$ cat src/rtl/osc_voice_mixer_pkg.sv
`default_nettype none
// ============================================================================
//  Module      : osc_voice_mixer_pkg
//  Description : Shared synth package for the oscillator TDM consumers.
//                Holds the (voice, osc) slot index struct, the sine and level
//                sample widths, and the signed saturation helper that the
//                mixer and the envelope/VCA blocks both use.
//  Revision    : 1.0 - initial release
// ============================================================================
package osc_voice_mixer_pkg;

    // Sample widths on the osc -> mixer interface.
    localparam int SINE_W    = 17;
    localparam int LVL_W     = 8;

    // Slot index widths for the standard 8-voice x 4-osc frame.
    localparam int SLOT_VX_W = 3;
    localparam int SLOT_OX_W = 2;

    // One TDM slot: which voice and which oscillator of that voice.
    typedef struct packed {
        logic [SLOT_VX_W-1:0] vx;
        logic [SLOT_OX_W-1:0] ox;
    } slot_idx_t;

    // Clamp a signed value to the range of a w-bit two's-complement word
    // (w <= 31). The result is still 32 bits; callers truncate to w.
    function automatic logic signed [31:0] sat_signed(
        input logic signed [31:0] x,
        input int                 w
    );
        logic signed [31:0] hi;
        logic signed [31:0] lo;
        hi = (32'sd1 <<< (w - 1)) - 32'sd1;
        lo = -hi - 32'sd1;
        if (x > hi) begin
            return hi;
        end else if (x < lo) begin
            return lo;
        end else begin
            return x;
        end
    endfunction

endpackage : osc_voice_mixer_pkg
`default_nettype wire

$ cat src/rtl/osc_voice_mixer_slot_delay.sv
`default_nettype none
// ============================================================================
//  Module      : osc_voice_mixer_slot_delay
//  Description : DEPTH-deep shift register for a TDM slot index word. Used to
//                line the slot index up with a data sample that arrives
//                DEPTH clocks after the index was issued. Reusable by any
//                TDM consumer on the osc slot clock.
//  Revision    : 1.0 - initial release
//
//  Ports
//    sCLK_XVXOSC   in   1    slot clock
//    reset_data_N  in   1    asynchronous active-low reset, clears all stages
//    d_i           in   W    index word issued this cycle
//    q_o           out  W    index word issued DEPTH cycles ago
// ============================================================================
module osc_voice_mixer_slot_delay #(
    parameter int DEPTH = 2,
    parameter int W     = 6
) (
    input  logic         sCLK_XVXOSC,
    input  logic         reset_data_N,
    input  logic [W-1:0] d_i,
    output logic [W-1:0] q_o
);

    logic [W-1:0] stage_q [DEPTH];

    always_ff @(posedge sCLK_XVXOSC or negedge reset_data_N) begin
        if (!reset_data_N) begin
            for (int i = 0; i < DEPTH; i++) begin
                stage_q[i] <= '0;
            end
        end else begin
            stage_q[0] <= d_i;
            for (int i = 1; i < DEPTH; i++) begin
                stage_q[i] <= stage_q[i-1];
            end
        end
    end

    assign q_o = stage_q[DEPTH-1];

endmodule : osc_voice_mixer_slot_delay
`default_nettype wire

$ cat src/rtl/osc_voice_mixer.sv
`default_nettype none
// ============================================================================
//  Module      : osc_voice_mixer
//  Description : Consumer end of the oscillator TDM sample stream. Realigns
//                the slot index to the sine lookup latency, scales every sine
//                sample by a per-osc level, sums the V_OSC oscillators of each
//                voice and emits one voice sample per voice with a strobe.
//  Revision    : 1.0 - initial release
//
//  Ports
//    sCLK_XVXOSC   in   1         osc slot clock, one (voice,osc) slot/cycle
//    reset_data_N  in   1         asynchronous active-low reset
//    slot_vx       in   V_WIDTH   voice index of the slot issued this cycle
//    slot_ox       in   O_WIDTH   osc index of the slot issued this cycle
//    sine_in       in   17        signed sine sample, LAT cycles behind index
//    voice_free    in   VOICES    1 = voice idle, its output is forced to 0
//    lvl_we        in   1         level write strobe
//    lvl_idx       in   O_WIDTH   osc level to write
//    lvl_data      in   8         unsigned level, 255 = ~unity
//    voice_out     out  OUT_W     signed summed voice sample
//    voice_vx      out  V_WIDTH   voice index of voice_out
//    voice_valid   out  1         1-cycle strobe, voice_out/voice_vx valid
//    frame_start   out  1         strobe with voice_valid for voice 0
//
//  Pipeline (t = cycle in which the aligned index meets sine_in)
//    t    : aligned index from the slot delay line, level lookup
//    t+1  : scaled product registered with its index
//    t+2  : accumulator and output registers updated
// ============================================================================
module osc_voice_mixer
    import osc_voice_mixer_pkg::*;
#(
    parameter int VOICES  = 8,
    parameter int V_OSC   = 4,
    parameter int V_WIDTH = 3,
    parameter int O_WIDTH = 2,
    parameter int LAT     = 2,
    parameter int OUT_W   = 20
) (
    input  logic                 sCLK_XVXOSC,
    input  logic                 reset_data_N,
    input  logic [V_WIDTH-1:0]   slot_vx,
    input  logic [O_WIDTH-1:0]   slot_ox,
    input  logic [SINE_W-1:0]    sine_in,
    input  logic [VOICES-1:0]    voice_free,
    input  logic                 lvl_we,
    input  logic [O_WIDTH-1:0]   lvl_idx,
    input  logic [LVL_W-1:0]     lvl_data,
    output logic [OUT_W-1:0]     voice_out,
    output logic [V_WIDTH-1:0]   voice_vx,
    output logic                 voice_valid,
    output logic                 frame_start
);

    // ------------------------------------------------------------------
    // Derived widths
    // ------------------------------------------------------------------
    localparam int c_prod_w = SINE_W + LVL_W + 1;          // 26
    localparam int c_term_w = SINE_W + 1;                  // 18
    localparam int c_acc_w  = c_term_w + $clog2(V_OSC);    // 20
    localparam int c_idx_w  = V_WIDTH + O_WIDTH;
    localparam logic [O_WIDTH-1:0] c_last_ox = O_WIDTH'(V_OSC - 1);

    // ------------------------------------------------------------------
    // Index alignment
    // A 1 is shifted in next to the index so that the zeros flushed out of
    // the delay line right after reset are never mistaken for a real (v0,o0)
    // slot; otherwise sync would lock onto reset debris.
    // ------------------------------------------------------------------
    logic [c_idx_w:0] w_dly_in;
    logic [c_idx_w:0] w_dly_out;
    logic             w_avld;
    slot_idx_t        w_aidx;

    assign w_dly_in = {1'b1, slot_vx, slot_ox};

    osc_voice_mixer_slot_delay #(
        .DEPTH (LAT),
        .W     (c_idx_w + 1)
    ) u_slot_delay (
        .sCLK_XVXOSC  (sCLK_XVXOSC),
        .reset_data_N (reset_data_N),
        .d_i          (w_dly_in),
        .q_o          (w_dly_out)
    );

    assign w_avld = w_dly_out[c_idx_w];
    assign w_aidx = w_dly_out[c_idx_w-1:0];

    // ------------------------------------------------------------------
    // Level registers. Stage 1 reads the current contents in the same cycle
    // a write may land, so a colliding write is seen from the next slot on.
    // ------------------------------------------------------------------
    logic [LVL_W-1:0] lvl_q [V_OSC];

    always_ff @(posedge sCLK_XVXOSC or negedge reset_data_N) begin
        if (!reset_data_N) begin
            for (int i = 0; i < V_OSC; i++) begin
                lvl_q[i] <= '0;
            end
        end else if (lvl_we) begin
            lvl_q[lvl_idx] <= lvl_data;
        end
    end

    // ------------------------------------------------------------------
    // Stage 1: signed sine x unsigned level (level zero-extended to 9 bits)
    // ------------------------------------------------------------------
    logic signed [c_prod_w-1:0] prod_d;
    logic signed [c_prod_w-1:0] prod_q;
    slot_idx_t                  s1_idx_q;
    logic                       s1_vld_q;

    assign prod_d = $signed(sine_in) * $signed({1'b0, lvl_q[w_aidx.ox]});

    always_ff @(posedge sCLK_XVXOSC or negedge reset_data_N) begin
        if (!reset_data_N) begin
            prod_q   <= '0;
            s1_idx_q <= '0;
            s1_vld_q <= 1'b0;
        end else begin
            prod_q   <= prod_d;
            s1_idx_q <= w_aidx;
            s1_vld_q <= w_avld;
        end
    end

    // ------------------------------------------------------------------
    // Stage 2: accumulate, saturate, mask and emit
    // ------------------------------------------------------------------
    logic signed [c_term_w-1:0] w_term;
    logic signed [c_acc_w-1:0]  w_term_ext;
    logic signed [c_acc_w-1:0]  acc_d;
    logic signed [c_acc_w-1:0]  acc_q;
    logic                       sync_d;
    logic                       sync_q;
    logic                       w_emit;
    logic [OUT_W-1:0]           voice_out_d;
    logic [OUT_W-1:0]           voice_out_q;
    logic [V_WIDTH-1:0]         voice_vx_d;
    logic [V_WIDTH-1:0]         voice_vx_q;
    logic                       voice_valid_d;
    logic                       voice_valid_q;
    logic                       frame_start_d;
    logic                       frame_start_q;

    // Arithmetic shift drops the 8 fractional bits of the unity level.
    assign w_term     = c_term_w'(prod_q >>> LVL_W);
    assign w_term_ext = {{(c_acc_w - c_term_w){w_term[c_term_w-1]}}, w_term};

    always_comb begin
        acc_d         = acc_q;
        sync_d        = sync_q;
        w_emit        = 1'b0;
        voice_out_d   = voice_out_q;
        voice_vx_d    = voice_vx_q;
        voice_valid_d = 1'b0;
        frame_start_d = 1'b0;

        if (s1_vld_q) begin
            // osc 0 always opens a fresh sum, whatever came before it.
            if (s1_idx_q.ox == '0) begin
                acc_d  = w_term_ext;
                sync_d = 1'b1;
            end else begin
                acc_d  = acc_q + w_term_ext;
            end

            // Only a voice whose osc 0 has been seen since reset is emitted.
            w_emit = (s1_idx_q.ox == c_last_ox) && sync_d;
        end

        if (w_emit) begin
            voice_valid_d = 1'b1;
            voice_vx_d    = s1_idx_q.vx;
            frame_start_d = (s1_idx_q.vx == '0);
            if (voice_free[s1_idx_q.vx]) begin
                voice_out_d = '0;
            end else begin
                voice_out_d = OUT_W'(sat_signed(
                    {{(32 - c_acc_w){acc_d[c_acc_w-1]}}, acc_d}, OUT_W));
            end
        end
    end

    always_ff @(posedge sCLK_XVXOSC or negedge reset_data_N) begin
        if (!reset_data_N) begin
            acc_q         <= '0;
            sync_q        <= 1'b0;
            voice_out_q   <= '0;
            voice_vx_q    <= '0;
            voice_valid_q <= 1'b0;
            frame_start_q <= 1'b0;
        end else begin
            acc_q         <= acc_d;
            sync_q        <= sync_d;
            voice_out_q   <= voice_out_d;
            voice_vx_q    <= voice_vx_d;
            voice_valid_q <= voice_valid_d;
            frame_start_q <= frame_start_d;
        end
    end

    assign voice_out   = voice_out_q;
    assign voice_vx    = voice_vx_q;
    assign voice_valid = voice_valid_q;
    assign frame_start = frame_start_q;

endmodule : osc_voice_mixer
`default_nettype wire

$ cat config.mk
export PLATFORM = sky130hd
export DESIGN_NAME = osc_voice_mixer
export DESIGN_NICKNAME = d
export VERILOG_FILES = /design/src/rtl/osc_voice_mixer_pkg.sv /design/src/rtl/osc_voice_mixer_slot_delay.sv /design/src/rtl/osc_voice_mixer.sv
export SDC_FILE = /design/constraint.sdc
export NUM_CORES = 1
export LEC_CHECK = 0
export BUFFER_PORTS_ARGS = -buffer_cell sky130_fd_sc_hd__buf_2
export CAP_MARGIN = 20
export CORE_MARGIN = 5
export CORE_UTILIZATION = 56
export DETAILED_ROUTE_END_ITERATION = 6
export GPL_TIMING_DRIVEN = 0
export HOLD_SLACK_MARGIN = 0.1
export PLACE_DENSITY = 0.78
export SLEW_MARGIN = 10
export SYNTH_ARGS = -nofsm -noshare
export SYNTH_HDL_FRONTEND = slang
export SYNTH_SLANG_ARGS = --single-unit
$ cat constraint.sdc
create_clock -name sCLK_XVXOSC -period 5.43 [get_ports sCLK_XVXOSC]
set_input_delay 1.086 -clock sCLK_XVXOSC [delete_from_list [all_inputs] [get_ports sCLK_XVXOSC]]
set_output_delay 1.086 -clock sCLK_XVXOSC [all_outputs]
set_load 0.01 [all_outputs]
==> results.py, run 1 <==
metrics = {
    "drt": {
        "ant_nets": 0,
        "drt_wl_total_um": 22300,
        "drtPass1Iterations": 5,
        "via_per_inst": 5.51,
        "wl_per_cell_um": 16.8,
        "drc": 0,
        "drtIter0Drc": 460,
        "vias": 7290,
    },
    "global_routing": {
        "track_usage_pct": 23.1,
        "grt_max_degree": 64,
        "grt_pass1_wl_um": 37700,
        "antenna_found_initial": 0,
        "grt_overflow": 0,
        "grt_pass1_vias": 7778,
    },
    "sta": {
        "period_minus_slack_ps": 5540,
        "fin_setup_tns_ps": -436,
        "rsz0062_at_grt": "yes",
        "hold_viol_final": 0,
        "worst_pin_slew_ps": 1110,
        "skew_ps": 7.82,
        "fmax_mhz": 180,
        "hold-worst-slack_ps": 343,
        "maxSlewViolCount": 0,
        "setup_violations": 6,
        "fin_ws_ps": -112,
        "max-slew-margin-rel_pct": 25.2,
        "period_share_pct": 102,
    },
    "synth": {
        "synth_edf_count": 0,
        "syn-instance-count": 975,
        "synth.avg_cell_area_um2": 10.1,
        "yosysSeqAreaShare_pct": 29.0,
        "syn-cell-area_mm2": 0.00983,
        "synth_fp_nets": 1193,
        "synthArstFlopShare_pct": 100,
        "synth_flop_cell": "dfrtp_1",
        "synth.distinct_cells": 58,
        "synth_seq_cells": 114,
        "yosys_warnings": 0,
    },
    "place": {
        "gp_congestion": 0.910,
        "numPortBuffers": 67,
        "place_hpwl_um": 16800,
        "place_ws_ps": -701,
        "place_inst": 1269,
    },
    "outcome": {
        "status": "complete, but fails checks",
        "violations": "negative setup slack",
    },
    "critical_path": {
        "critical_path_class": "flip-flop to flip-flop",
        "crit_path_max_fanout": 8,
        "cp.required_ps": 5760,
        "cp-end-kind": "flip-flop",
        "arrival_ps": 5870,
        "cp-start-kind": "flip-flop",
    },
    "cells_and_area": {
        "final_nets": 1305,
        "diodes": 0,
        "synthToLayoutAreaGrowth_pct": 17.9,
        "drive_gt1_share_pct": 21.1,
        "instances_no_fill": 1324,
    },
    "clocking": {
        "cts_buffers": 17,
        "clkSinkCount": 114,
        "htreeDepth": 4,
        "cts_tree": "yes",
        "ctsLongestPathBuffers": 2,
        "clk_pin_slew_worst_paths_ps": 50,
        "cts-root-buf": "clkbuf_16",
        "clock_latency_ps": 410,
    },
    "die": {
        "start_util_pct": 57.0,
        "die_h_um": 142,
        "rows": 48,
        "die_area_mm2": 0.0203,
        "dieWidth_um": 142,
        "coreArea_mm2": 0.0172,
        "ios": 68,
    },
    "flow_run": {
        "cap_violations": 0,
    },
    "min_path": {
        "hold_path.class": "flip-flop to flip-flop",
    },
}
==> worst max-delay path, stage by stage (launching register included) <==
cell and delay, ps:
dfrtp_1 380, buf_8 170, mux4_2 610, buf_12 170, and2_4 150, fa_2 550
fa_1 440, fa_1 540, inv_2 50, fa_1 510, inv_2 50, ha_4 210
and3_4 140, and3_4 160, a221o_1 380, o211a_4 300, o41ai_4 260, o21bai_2 140
a21oi_2 140, xnor2_1 120
==> cell families after synthesis <==
kind of cell	synth area share, %
mux	6.47
buf+inv	6.80
simple gates	14.0
other cells	0.0382
compound gates	10.1
xor+xnor	3.12
fa+ha+maj	30.5
flops	29.0
==> synthesized netlist by cell type (all sizes together) (10+ instances only) <==
master	n	area share, %
a21o	13	0.99
a21oi	47	2.4
a22o	12	1.1
and2	78	5.0
clkbuf	20	0.76
dfrtp	114	29
fa	108	22
ha	67	8.5
inv	153	5.8
mux2	34	3.9
mux4	10	2.4
nand2	112	4.3
nor2	36	1.4
o21a	10	0.76
o21ai	27	1.4
xnor2	24	2.1
xor2	11	0.98
==> metrics by stage <==
stage / cell area (µm²) / util [%]
2_1_floorplan: 9820 / -
3_3_place_gp: 10400 / 60.6
3_5_place_dp: 10500 / 60.8
4_1_cts: 11500 / 66.7
5_1_grt: 11600 / 67.2
6_report: 11600 / 67.2
==> final cells by class <==
class	instances	area, µm²
multi-input cells	685	6530
clock inverters	11	130
plain buffers	21	153
inverters	153	577
clock buffers	20	457
fillers	1260	5650
well taps	225	282
repair buffers	95	604
flip-flops and latches	114	2850
==> worst paths after layout <==
kind / startpoint / depth (start not counted) / slack (ps) / end
max: u_slot_delay.q_o[0] / 19 / -110 / prod_q[25]
min: u_slot_delay.stage_q[10] / 0 / 340 / u_slot_delay.q_o[4]
max reg2reg: u_slot_delay.q_o[0] / 19 / -110 / prod_q[25]
min reg2reg: u_slot_delay.stage_q[10] / 0 / 340 / u_slot_delay.q_o[4]
max in group asynchronous: reset_data_N / 2 / 4120 / u_slot_delay.q_o[1]
min in group asynchronous: reset_data_N / 1 / 650 / lvl_q[28]
==> cell usage in the layout (no fill, tap or decap), types with 4 or more instances in the layout <==
cell type,n
clkinvlp_4,4
a21o_1,13
mux2_2,34
mux4_2,10
a21oi_2,4
nor2b_1,9
a21oi_1,43
nand2_1,105
dfrtp_1,113
nand3_1,8
ha_1,59
o211ai_1,4
fa_1,105
nand4_1,5
ha_4,8
nor2_1,35
o21a_1,10
nand2_2,7
a211oi_1,5
o21ai_0,25
inv_1,145
buf_2,66
inv_2,7
xnor2_1,23
clkbuf_1,12
xor2_1,11
a31oi_1,9
nor3_1,5
a22o_1,12
and2_1,74
buf_6,4
and2_4,4
buf_4,23
clkbuf_8,5
clkbuf_16,17
==> registers in the layout, summed over array words and instances, names as in the netlist <==
name and cells:
voice_vx 3, prod_q 18, acc_q 20, frame_start 1, lvl_q 32, voice_valid 1, u_slot_delay.stage_q 6, sync_q 1
s1_idx_q 5, u_slot_delay.q_o 6, s1_vld_q 1, voice_out 20
==> layer usage <==
metal	share of wire (%)	GRT usage, %	vias up
met5	0	0	-
met4	1.9	7.85	0
met3	4.3	3.06	37
met2	51	38.6	184
met1	43	31.2	3656
li1	-	-	3413
==> what timing repair did <==
action,in CTS,in global routing
setup buffers,22,5
pin swaps,36,19
hold buffers,0,0
resized for setup,61,16
setup endpoints to repair,15,10
hold endpoints to repair,0,0
Power of run 1 is not shown: default switching activity piles up to over one toggle a cycle in this logic, so the estimate is an artifact.
==> inputs of run 2 (changes only) <==
--- a/config.mk
+++ b/config.mk
@@ -6,13 +6,15 @@
 export NUM_CORES = 1
 export LEC_CHECK = 0
 export BUFFER_PORTS_ARGS = -buffer_cell sky130_fd_sc_hd__buf_2
-export CAP_MARGIN = 20
+export CAP_MARGIN = 10
 export CORE_MARGIN = 5
-export CORE_UTILIZATION = 56
+export CORE_UTILIZATION = 58
+export CTS_BUF_LIST = sky130_fd_sc_hd__clkbuf_2 sky130_fd_sc_hd__clkbuf_4 sky130_fd_sc_hd__clkbuf_8
 export DETAILED_ROUTE_END_ITERATION = 6
 export GPL_TIMING_DRIVEN = 0
 export HOLD_SLACK_MARGIN = 0.1
-export PLACE_DENSITY = 0.78
+export PLACE_DENSITY = 0.8
+export SETUP_SLACK_MARGIN = 0.3
 export SLEW_MARGIN = 10
 export SYNTH_ARGS = -nofsm -noshare
 export SYNTH_HDL_FRONTEND = slang
==> run 2 against run 1 <==
Compared with the run above: the run still ends with negative setup slack left; register-to-register slack got worse by 70 ps; cell count rose by 1.7%; critical path depth up 1; global-route usage increased by 1.0 points; critical path type unchanged; critical endpoint is now prod_q[19].
==> results.py, run 2 (synthesis gave the netlist of run 1 again) <==
metrics = {
    "die": {
        "rows": 47,
        "die_area_mm2": 0.0196,
        "dieWidth_um": 140,
        "ios": 68,
        "die_h_um": 140,
        "start_util_pct": 59.3,
        "coreArea_mm2": 0.0166,
    },
    "sta": {
        "rsz0062_at_grt": "yes",
        "max-slew-margin-rel_pct": 36.5,
        "worst_pin_slew_ps": 946,
        "skew_ps": 14.7,
        "period_minus_slack_ps": 5610,
        "maxSlewViolCount": 0,
        "hold_viol_final": 0,
        "fin_ws_ps": -183,
        "fmax_mhz": 178,
        "setup_violations": 6,
        "period_share_pct": 103,
    },
    "cells_and_area": {
        "nFillCells": 1134,
        "final_common_cell": "inv_1",
        "synthToLayoutAreaGrowth_pct": 19.7,
        "largest_reg_flops": 32,
        "instances_no_fill": 1347,
        "fin_area_mm2": 0.0118,
        "fin_util_pct": 70.9,
        "top_register": "lvl_q",
        "drive_gt1_share_pct": 25.6,
        "final_nets": 1332,
        "diodes": 0,
        "final_cell_mix": "inv_1 (140), dfrtp_1 (114), fa_1 (105), nand2_1 (100), and2_1 (71)",
    },
    "drt": {
        "wl_met2_um": 11800,
        "dr_wl_met3_um": 1160,
        "vias": 7597,
        "top_layer": "met4",
        "drc": 0,
        "drtIter0Drc": 395,
        "ant_nets": 0,
        "via_per_inst": 5.64,
        "drtPass1Iterations": 5,
        "drt_wl_total_um": 23400,
        "wl_per_cell_um": 17.4,
        "wl_met1_um": 9600,
    },
    "place": {
        "place_hpwl_um": 16300,
        "gp_congestion": 0.911,
        "numPortBuffers": 67,
        "postPlaceCellArea_mm2": 0.0106,
        "place_inst": 1263,
        "place_ws_ps": -340,
    },
    "global_routing": {
        "grt_max_degree": 89,
        "grt_overflow": 0,
        "antenna_found_initial": 0,
        "grt_pass1_vias": 8166,
        "grt_pass1_wl_um": 38500,
        "track_usage_pct": 24.1,
    },
    "flow_run": {
        "cap_violations": 0,
    },
    "clocking": {
        "cts-root-buf": "clkbuf_8",
        "hold_buffers": 0,
        "cts_tree": "yes",
        "ctsLongestPathBuffers": 2,
        "htreeDepth": 4,
        "clk_pin_slew_worst_paths_ps": 80,
        "clock_latency_ps": 450,
        "cts_buffers": 17,
        "clkSinkCount": 114,
    },
    "critical_path": {
        "crit_path_max_fanout": 8,
        "cp-end-kind": "flip-flop",
        "cp.required_ps": 5720,
        "cp-start-kind": "flip-flop",
        "arrival_ps": 5910,
        "critical_path_class": "flip-flop to flip-flop",
    },
    "min_path": {
        "hold_path.class": "flip-flop to flip-flop",
    },
    "outcome": {
        "status": "complete, but fails checks",
        "violations": "negative setup slack",
    },
}
==> run 2: cell count changes in the layout (fill, tap and decap cells not counted), sizes merged <==
cell      delta
clkinvlp     -1
buf         +25
clkinv       +2
clkbuf       +1
inv          +3
bufinv       -2
==> run 2: through the flow <==
stage	hold WS [ps]	TNS [ps]
CTS	352	-43.5
finish	350	-571
global route	356	-1850
detailed placement	335	-1840
global placement	331	-1280
floorplan	331	0
==> run 2: worst max-delay path, stage by stage, from the launching register on <==
cell	delay, ps
dfrtp_1	370
buf_6	170
mux4_2	610
buf_4	180
and2_1	160
fa_1	520
fa_1	450
fa_1	540
inv_1	50
fa_1	560
inv_2	70
ha_4	300
and4_1	210
nand2_1	90
o211ai_1	270
a21oi_4	60
o21ba_4	250
buf_12	130
nor3_4	160
buf_4	160
a41oi_1	150
==> run 2: layout make-up <==
cell class	count	area, µm²	share of cell area (%)
buffer	23	189	1.61
clock buffer	19	262	2.22
clock inverter	13	101	0.861
inverter	153	574	4.88
multi-input combinational	685	6690	56.9
sequential	114	2850	24.2
tap	220	275	2.34
timing repair buffer	120	822	6.99
==> run 2: per-layer routing <==
metal,global-route usage (%),vias to the layer above
li1,-,3460
met1,30.5,3816
met2,41.2,251
met3,4.91,70
met4,8.57,0
met5,0,-
==> run 2: path summary, 6_finish.rpt <==
kind	startpoint	end	slack, ps	cells after the start
worst max-delay path	u_slot_delay.q_o[0]	prod_q[19]	-180	20
worst min-delay path	u_slot_delay.stage_q[7]	u_slot_delay.q_o[1]	350	0
worst max register to register	u_slot_delay.q_o[0]	prod_q[19]	-180	20
worst min register to register	u_slot_delay.stage_q[7]	u_slot_delay.q_o[1]	350	0
max in group asynchronous	reset_data_N	acc_q[3]	4220	2
min in group asynchronous	reset_data_N	lvl_q[11]	490	1
==> run 2: repair_timing <==
action	in CTS	in global routing
buffers inserted	34	18
pin swaps	39	59
resized for setup	45	41
setup endpoints to repair	15	16
Power of run 2 is left out for the same reason.
